### config.mk
export PLATFORM = sky130hd
export DESIGN_NAME = mem_ctrl
export DESIGN_NICKNAME = d
export VERILOG_FILES = /design/src/rtl/mem_pkg.sv /design/src/rtl/mem_lane_align.sv /design/src/rtl/mem_ctrl.sv
export SDC_FILE = /design/constraint.sdc
export NUM_CORES = 1
export LEC_CHECK = 0
export ABC_AREA = 1
export BUFFER_PORTS_ARGS = -buffer_cell sky130_fd_sc_hd__buf_2
export CAP_MARGIN = 20
export CORE_MARGIN = 4
export CORE_UTILIZATION = 44
export CTS_CLUSTER_DIAMETER = 30
export DETAILED_ROUTE_END_ITERATION = 7
export GPL_TIMING_DRIVEN = 0
export PLACE_DENSITY = 0.81
export REMOVE_ABC_BUFFERS = 1
export SLEW_MARGIN = 10
export SYNTH_ARGS = -nofsm -noshare
export SYNTH_HDL_FRONTEND = slang
export SYNTH_SLANG_ARGS = --single-unit
### constraint.sdc
create_clock -name clk -period 1.6 [get_ports clk]
set_input_delay 0.16 -clock clk [delete_from_list [all_inputs] [get_ports clk]]
set_output_delay 0.16 -clock clk [all_outputs]
set_load 0.02 [all_outputs]
### src/rtl/mem_pkg.sv
// Shared encodings for the memory controller: access sizes, FSM states, port ids
// and the alignment rule used by the arbiter.
package mem_pkg;

    localparam logic [1:0] SIZE_B = 2'd0;
    localparam logic [1:0] SIZE_H = 2'd1;
    localparam logic [1:0] SIZE_W = 2'd2;

    localparam int RAM_RD_LATENCY = 1;

    typedef enum logic [1:0] {
        ST_IDLE    = 2'd0,
        ST_RD_WAIT = 2'd1,
        ST_RESP    = 2'd2
    } state_e;

    typedef enum logic {
        PORT_IF = 1'b0,
        PORT_DM = 1'b1
    } port_e;

    // Size 3 is reserved and always rejected as misaligned.
    function automatic logic is_misaligned(input logic [1:0] size, input logic [1:0] off);
        logic mis;
        case (size)
            SIZE_B:  mis = 1'b0;
            SIZE_H:  mis = off[0];
            SIZE_W:  mis = (off != 2'b00);
            default: mis = 1'b1;
        endcase
        return mis;
    endfunction

endpackage

### src/rtl/mem_lane_align.sv
// Byte-lane steering between the CPU and the 32-bit RAM: store replication with
// write strobes, and load extraction with sign/zero extension.
module mem_lane_align
    import mem_pkg::*;
(
    input  logic [1:0]  st_size_i,
    input  logic [1:0]  st_off_i,
    input  logic [31:0] st_wdata_i,
    output logic [31:0] st_w_data_o,
    output logic [3:0]  st_w_sel_o,
    input  logic [1:0]  ld_size_i,
    input  logic [1:0]  ld_off_i,
    input  logic        ld_unsigned_i,
    input  logic [31:0] ld_r_data_i,
    output logic [31:0] ld_rdata_o
);

    logic [7:0]  ld_byte;
    logic [15:0] ld_half;

    // NOTE: every output gets a default before the case so no path can infer a latch.
    always_comb begin
        st_w_data_o = st_wdata_i;
        st_w_sel_o  = 4'b1111;
        case (st_size_i)
            SIZE_B: begin
                st_w_data_o = {4{st_wdata_i[7:0]}};
                st_w_sel_o  = 4'b0001 << st_off_i;
            end
            SIZE_H: begin
                st_w_data_o = {2{st_wdata_i[15:0]}};
                st_w_sel_o  = 4'b0011 << {st_off_i[1], 1'b0};
            end
            default: ;
        endcase
    end

    assign ld_byte = ld_r_data_i[{ld_off_i, 3'b000} +: 8];
    assign ld_half = ld_r_data_i[{ld_off_i[1], 4'b0000} +: 16];

    always_comb begin
        ld_rdata_o = ld_r_data_i;
        case (ld_size_i)
            SIZE_B:  ld_rdata_o = {{24{~ld_unsigned_i & ld_byte[7]}}, ld_byte};
            SIZE_H:  ld_rdata_o = {{16{~ld_unsigned_i & ld_half[15]}}, ld_half};
            default: ;
        endcase
    end

endmodule

### src/rtl/mem_ctrl.sv
// Arbitrates the instruction-fetch and data ports onto one single-port RAM with
// a one-cycle read latency; loads respond two cycles after acceptance.
module mem_ctrl
    import mem_pkg::*;
#(
    parameter int ADDR_WIDTH = 32,
    parameter int RAM_AW     = 16
) (
    input  logic                  clk,
    input  logic                  rst_n,
    input  logic                  if_req,
    input  logic [ADDR_WIDTH-1:0] if_addr,
    output logic                  if_ready,
    output logic                  if_rvalid,
    output logic [31:0]           if_rdata,
    input  logic                  dm_req,
    input  logic                  dm_we,
    input  logic [ADDR_WIDTH-1:0] dm_addr,
    input  logic [1:0]            dm_size,
    input  logic                  dm_unsigned,
    input  logic [31:0]           dm_wdata,
    output logic                  dm_ready,
    output logic                  dm_rvalid,
    output logic [31:0]           dm_rdata,
    output logic                  dm_err,
    output logic                  ram_re,
    output logic [RAM_AW-1:0]     ram_r_addr,
    output logic                  ram_we,
    output logic [RAM_AW-1:0]     ram_w_addr,
    output logic [31:0]           ram_w_data,
    output logic [3:0]            ram_w_sel,
    input  logic [31:0]           ram_r_data
);

    state_e      state_q;
    port_e       last_grant_q;
    port_e       rd_port_q;
    logic [1:0]  rd_size_q;
    logic [1:0]  rd_off_q;
    logic        rd_uns_q;
    logic        if_rvalid_q, dm_rvalid_q, dm_err_q;
    logic [31:0] if_rdata_q, dm_rdata_q;

    logic        grant_dm, grant_if, dm_misal;
    logic [31:0] st_w_data, ld_data;
    logic [3:0]  st_w_sel;
    logic        unused_addr_bits;

    assign unused_addr_bits = ^{if_addr[ADDR_WIDTH-1:RAM_AW+2], if_addr[1:0],
                                dm_addr[ADDR_WIDTH-1:RAM_AW+2]};

    assign dm_misal = is_misaligned(dm_size, dm_addr[1:0]);

    // DM has priority except right after its own grant while IF is waiting.
    always_comb begin
        grant_dm = 1'b0;
        grant_if = 1'b0;
        if (state_q == ST_IDLE) begin
            grant_dm = dm_req && !(last_grant_q == PORT_DM && if_req);
            grant_if = if_req && !grant_dm;
        end
    end

    assign if_ready = grant_if;
    assign dm_ready = grant_dm;

    always_comb begin
        ram_re     = grant_if || (grant_dm && !dm_we && !dm_misal);
        ram_we     = grant_dm && dm_we && !dm_misal;
        ram_r_addr = '0;
        ram_w_addr = '0;
        ram_w_data = '0;
        ram_w_sel  = '0;
        if (ram_re) begin
            ram_r_addr = grant_dm ? dm_addr[RAM_AW+1:2] : if_addr[RAM_AW+1:2];
        end
        if (ram_we) begin
            ram_w_addr = dm_addr[RAM_AW+1:2];
            ram_w_data = st_w_data;
            ram_w_sel  = st_w_sel;
        end
    end

    mem_lane_align u_align (
        .st_size_i     (dm_size),
        .st_off_i      (dm_addr[1:0]),
        .st_wdata_i    (dm_wdata),
        .st_w_data_o   (st_w_data),
        .st_w_sel_o    (st_w_sel),
        .ld_size_i     (rd_size_q),
        .ld_off_i      (rd_off_q),
        .ld_unsigned_i (rd_uns_q),
        .ld_r_data_i   (ram_r_data),
        .ld_rdata_o    (ld_data)
    );

    // NOTE: non-blocking assignments so every register samples pre-edge values.
    always_ff @(posedge clk or negedge rst_n) begin
        if (!rst_n) begin
            state_q      <= ST_IDLE;
            last_grant_q <= PORT_IF;
            rd_port_q    <= PORT_IF;
            rd_size_q    <= SIZE_W;
            rd_off_q     <= 2'b00;
            rd_uns_q     <= 1'b0;
            if_rvalid_q  <= 1'b0;
            dm_rvalid_q  <= 1'b0;
            dm_err_q     <= 1'b0;
            if_rdata_q   <= '0;
            dm_rdata_q   <= '0;
        end else begin
            if_rvalid_q <= 1'b0;
            dm_rvalid_q <= 1'b0;
            dm_err_q    <= grant_dm && dm_misal;
            case (state_q)
                ST_IDLE: begin
                    if (grant_dm) begin
                        last_grant_q <= PORT_DM;
                    end else if (grant_if) begin
                        last_grant_q <= PORT_IF;
                    end
                    if (ram_re) begin
                        state_q   <= ST_RD_WAIT;
                        rd_port_q <= grant_dm ? PORT_DM : PORT_IF;
                        rd_size_q <= grant_dm ? dm_size : SIZE_W;
                        rd_off_q  <= grant_dm ? dm_addr[1:0] : 2'b00;
                        rd_uns_q  <= grant_dm & dm_unsigned;
                    end
                end
                ST_RD_WAIT: begin
                    if (rd_port_q == PORT_DM) begin
                        dm_rdata_q  <= ld_data;
                        dm_rvalid_q <= 1'b1;
                    end else begin
                        if_rdata_q  <= ld_data;
                        if_rvalid_q <= 1'b1;
                    end
                    state_q <= ST_RESP;
                end
                ST_RESP: state_q <= ST_IDLE;
                default: state_q <= ST_IDLE;
            endcase
        end
    end

    assign if_rvalid = if_rvalid_q;
    assign if_rdata  = if_rdata_q;
    assign dm_rvalid = dm_rvalid_q;
    assign dm_rdata  = dm_rdata_q;
    assign dm_err    = dm_err_q;

endmodule
Yosys cells after proc, flatten, opt, wreduce, memory -nomap -nowiden
Index checks and enable logic that the tools add are counted.

Bits in registers: 76. Bits of input ports: 136. Output and inout bits: 139. Word-level logic and storage cells: 69.

Eq/ne operators: 5. Shift operators: 4. Muxes and demuxes: 22. Bitwise logic cells: 5. Reduce and logical (&&, ||, !) cells: 22.

Operator list (count): one-hot mux 32 bit (2 select lines) (2); two-way mux 16 bit (3); two-way mux 32 bit (1); indexed part select 32 x 6 -> 16 bit (1); indexed part select 32 x 6 -> 8 bit (1); two-way mux 1 bit (9); logical AND 1 bit (8); one-hot mux 4 bit (2 select lines) (1); AND reduction 2 bit (4); equality test 2 x 1 -> 1 bit (second input constant) (3); logical NOT 2 bit (3); two-way mux 2 bit (3); logical NOT 1 bit (4); two-way mux 4 bit (1); one-hot mux 2 bit (2 select lines) (1); nonzero test 2 bit (2); left shift 1 x 2 -> 4 bit (first input constant) (1); left shift 2 x 2 -> 4 bit (first input constant) (1); bitwise AND 1 bit (3); one-hot mux 1 bit (3 select lines) (1); equality test 2 bit (second input constant) (1); inequality test 2 bit (second input constant) (1); inverter 1 bit (2); logical OR 1 bit (1).

Depth between registers and ports, before layout
Depth in word-level cells: 9. Depth in mapped cells: 11. Mapped depth without buffers: 9.

Hierarchy
From an unflattened synthesis, not the netlist that was laid out.

Cell total of the unflattened synthesis: 713. Area total of the unflattened synthesis: 4810.9 µm².

Modules (own cells, without submodules): mem_ctrl (instances 1, cells each 462, area an instance 3573.4 µm², seq. area each 1903.1 µm²); mem_lane_align (instances 1, cells each 251, area an instance 1237.4 µm², seq. area each 0.0 µm²).

Worst setup path before layout
No wires, ideal clock.

Path type: register to output. From: register state_q[1]. To: output ram_r_addr[10]. Data arrival time: 1.546 ns. Data required time: 1.440 ns. Setup slack: -0.106 ns. Stages on the path, launching flop included: 7. Buffers on the path: 1. Cells stage by stage: dfrtp_1 > nor2_1 > nand3_2 > clkinv_1 > nand3_2 > buf_2 > a21boi_1.

Word-level cells in the longest chain between the ends: 6. Elaborated cells between the ends (all ways): 8. Those cells by class: mux: 4; reduce/logical: 4.

Ends and longest elaborated chain: from (decl) (RTL line mem_ctrl.sv:35) `state_e state_q;`; from (signal assigned) (RTL line mem_ctrl.sv:100) `state_q <= ST_IDLE;`; from (signal assigned) (RTL line mem_ctrl.sv:123) `state_q <= ST_RD_WAIT;`; from (signal assigned) (RTL line mem_ctrl.sv:138) `state_q <= ST_RESP;`; logical NOT 2 bit (*) (RTL line mem_ctrl.sv:58) `if (state_q == ST_IDLE) begin`; two-way mux 1 bit (*) (RTL line mem_ctrl.sv:58); via dm_ready (RTL line mem_ctrl.sv:22) `output logic dm_ready,`; logical AND 1 bit (2 in series) (RTL line mem_ctrl.sv:68) `ram_re = grant_if || (grant_dm && !dm_we && !dm_misal);`; logical OR 1 bit (RTL line mem_ctrl.sv:68); two-way mux 16 bit (*) (RTL line mem_ctrl.sv:74) `if (ram_re) begin`; to (decl) (RTL line mem_ctrl.sv:27) `output logic [RAM_AW-1:0] ram_r_addr,`.

Mark *: on every way through the listed nets, which the timed path passes. The rest lies on a longest branch.

Worst setup path in the final report
From: register state_q[1]. To: output ram_r_addr[7].

Word-level cells in the longest chain between the ends: 6. Elaborated cells between the ends (all ways): 8. Those cells by class: mux: 4; reduce/logical: 4.

Ends and longest elaborated chain (RTL line): logical NOT 2 bit (*) (mem_ctrl.sv:58); two-way mux 1 bit (mem_ctrl.sv:58); logical AND 1 bit (2 in series) (mem_ctrl.sv:68); logical OR 1 bit (mem_ctrl.sv:68); two-way mux 16 bit (*) (mem_ctrl.sv:74).

Mark *: on every way between the ends. The rest lies on a longest branch, timed or not.

==> impl_metrics.csv <==
group,metric,value,unit
global_route,overflow,0,
synthesis,synth_top_cell_area_share,0.412,
synthesis,synthTopCellsByArea,"dfrtp_1 41%, nand2_1 27%, nor2_1 6.2%",
global_route,grtUsageTotal,0.308,
synthesis,netlist_area,4550,µm²
synthesis,ys_seq_elements,76,
timing,setup_ws,-0.318,ns
flow_run,cap_violations,0,
power,powerDensity,1580,nW/µm²
detailed_routing,drt_iter0_markers,408,
detailed_routing,totalWireLength,19.0,mm
critical_path,worstPathCellList,"nor2_4, nand3_4, clkinv_8, nand3_4, a21boi_2, buf_4",
power,leakagePower,4.01,nW
synthesis,synthesis.area_per_instance,6.69,µm²
synthesis,synth_cell_types,27,
global_route,global_route.usage.met3,0.0675,
timing,slew_headroom,0.641,
layout,num-fill-cells,831,
die,rows,36,
run_status,outcome,"complete, but fails checks",
global_route,grt-busiest-layer,"met2",
synthesis,seq_area_frac_synth,0.418,
placed_design,place_congestion,0.881,
critical_path,cp_common_cell,"nand3_4",
synthesis,synth_cells,681,
layout,drive_above_1_share,0.385,
critical_path,crit_cells,6,
timing,fin_tns_setup,-18.95,ns
cts,path_clk_slew,0.09,ns
detailed_routing,routed_via_density,5.29,
critical_path,cp-start-kind,"flip-flop",
die,die_x,110,µm
global_route,grt_max_degree,50,
min_path,holdPathStages,3,
power,power.total,11.0,mW
critical_path,cp_data_required_time,1.44,ns
cts,cts_root_buf,"clkbuf_8",
die,dieArea,12000,µm²
timing,slew_violations,0,
layout,final_nets,1086,
placed_design,io_buffers,244,
die,design.core.area,9910,µm²
timing,setup_violations,72,
global_route,grt_util_met2,0.564,
critical_path,path_buf_inv,2,
cts,cts_buffers,9,
timing,max_freq,0.521,GHz
detailed_routing,drc_errors,0,
timing,worst_pin_slew,0.536,ns
min_path,hp-class,"in -> reg",
layout,utilization,0.704,
cts,clockBufferDepth,2,
die,fp.dieH,110,µm
layout,area_delta_synth_final,53.1,%
timing,fin_crit_sh,1.20,
detailed_routing,detail-route-antenna-nets,0,
synthesis,yosysTopAreaCell,"dfrtp_1",
timing,min_period,1.92,ns
cts,clkLatencyLatePin,0.35,ns
global_route,grt_pass1_wl,28.1,mm
layout,seq_area,1910,µm²
critical_path,critical_path.top_delay_family,"simple AND/OR/NAND/NOR gates",
global_route,antenna_found_initial,0,
critical_path,worstPathArrival,1.76,ns
timing,hold_viol_final,0,
critical_path,slowest_stage,"dfrtp_1",
power,peakVddDrop,0.845,mV
critical_path,max_stage_delay,0.43,ns
layout,instances_no_fill,1089,
die,io_pins,275,
detailed_routing,wl_per_cell,17.4,µm
placed_design,hpwl,12.0,mm
synthesis,synth_warnings,0,
cts,cts_sinks,76,
layout,multiInputGateArea,2740,µm²
placed_design,dp_cells,1023,
critical_path,path_class,"reg -> out",
critical_path,path_max_fanout,14,
placed_design,place_area,5810,µm²
cts,cts_tree,"built",
critical_path,critPathCaptureType,"primary output",
global_route,grt_pass1_vias,5577,
critical_path,r2r.worst_path.cells,9,
detailed_routing,vias,5764,
timing,final.setup_skew,0.00710,ns
detailed_routing,dr.pass1.iters,5,
cts,htreeDepth,3,
global_route,grt.met1_usage,0.336,
run_status,violations,"setup timing",
die,start_util,0.460,
layout,final_area,6970,µm²
timing,rsz0062_at_grt,"true",
state kept, by name, indices dropped and copies added, names as in the netlist:
register,flops
dm_rdata,32
if_rdata,32
dm_err,1
if_rvalid,1
rd_size_q,2
state_q,2
rd_off_q,2
rd_port_q,1
dm_rvalid,1
last_grant_q,1
rd_uns_q,1
cell usage after synthesis:
| cell type | instances |
|---|---|
| a21boi_0 | 3 |
| a21boi_1 | 13 |
| a21oi_1 | 20 |
| buf_1 | 1 |
| buf_2 | 12 |
| buf_4 | 3 |
| buf_6 | 3 |
| clkbuf_1 | 18 |
| clkbuf_8 | 1 |
| clkinv_1 | 1 |
| dfrtp_1 | 75 |
| dfstp_2 | 1 |
| inv_1 | 37 |
| inv_2 | 3 |
| nand2_1 | 327 |
| nand2_2 | 1 |
| nand2_4 | 1 |
| nand3_1 | 22 |
| nand3_2 | 20 |
| nand4_1 | 4 |
| nor2_1 | 75 |
| nor2_2 | 1 |
| nor2_4 | 1 |
| o211ai_1 | 1 |
| o21ai_0 | 35 |
| o21ai_1 | 1 |
| o21ai_2 | 1 |
cell type report:
cell class	instances	share of cell area
timing repair buffer	278	0.253
multi-input combinational	541	0.394
timing repair inverter	3	0.00287
sequential	76	0.274
antenna	1	0.000359
clock buffer	9	0.0178
tap	133	0.0239
clock inverter	7	0.00861
inverter	41	0.0267
metrics by stage:
stage	hold WS (ns)	worst slack, ns
after detailed placement	0.105	-1.33
after global placement	0.428	-1.35
after CTS	0.0484	-0.281
final	0.0625	-0.318
after floorplan	-0.136	-0.861
after global routing	0.0615	-0.442
per-layer routing:
metal | vias up | wire length [µm]
met3 | 61 | 1860
met4 | 0 | 856
met1 | 2624 | 6500
met2 | 384 | 9780
met5 | - | 0
li1 | 2695 | -
worst reg2reg max path, stage by stage, from the launching register on:
cell and delay [ns]:
dfstp_4 0.66, inv_2 0.04, nand2_2 0.09, nor2_4 0.05, nand2_2 0.11, nand2_8 0.13, nand2_8 0.12, nand3_1 0.11
nand2_1 0.08, nand2_1 0.05
power breakdown:
group	internal (mW)	leakage, nW	total, mW	switching (mW)
registers	2.80	0.945	3.33	0.522
clock network	0.587	0.0844	1.38	0.797
logic	2.18	2.98	6.28	4.10
logic make-up (layout without fill, tap and decap cells):
logic type	count (synthesis)	after routing	share of synthesized area
AOI/OAI and AO/OA	74	74	0.0915
buffers and inverters	79	338	0.0780
DFF	76	76	0.418
other	0	1	0
and+or+nand+nor	452	467	0.413
worst paths after layout:
path                               from             to  slack [ns]
min                         dm_unsigned       rd_uns_q        0.06
min reg2reg                 dm_rdata[4]    dm_rdata[4]        0.48
max                          state_q[1]  ram_r_addr[7]       -0.32
min in group asynchronous         rst_n   dm_rdata[26]        0.27
max reg2reg                rd_size_q[1]   dm_rdata[15]        0.06
max in group asynchronous         rst_n   if_rdata[13]        0.76
layout by cell type (no fill, tap or decap), types with 3 or more instances in the layout:
| cell | synthesis | final |
|---|---|---|
| clkbuf_8 | 1 | 9 |
| nand2_2 | 1 | 5 |
| nand2_1 | 327 | 319 |
| buf_4 | 3 | 96 |
| inv_6 | 0 | 3 |
| buf_6 | 3 | 4 |
| dfrtp_1 | 75 | 74 |
| nor2_1 | 75 | 71 |
| nand3_1 | 22 | 18 |
| nand3_2 | 20 | 18 |
| nand2_8 | 0 | 5 |
| nand2_4 | 1 | 3 |
| inv_1 | 37 | 33 |
| a21boi_1 | 13 | 11 |
| nand3_4 | 0 | 18 |
| clkinvlp_4 | 0 | 9 |
| nor2_4 | 1 | 4 |
| a21oi_1 | 20 | 19 |
| nand4_1 | 4 | 4 |
| o21ai_0 | 35 | 34 |
| buf_12 | 0 | 3 |
| buf_2 | 12 | 171 |
| a21boi_2 | 0 | 5 |
what timing repair did:
item	CTS	global route
resized for setup	118	27
hold buffers	1	0
cloned	17	1
endpoints found under the hold margin	26	0
pin swaps	9	12
endpoints found under the setup margin	146	137
buffers inserted	25	5
(Power assumes the default switching activity.)
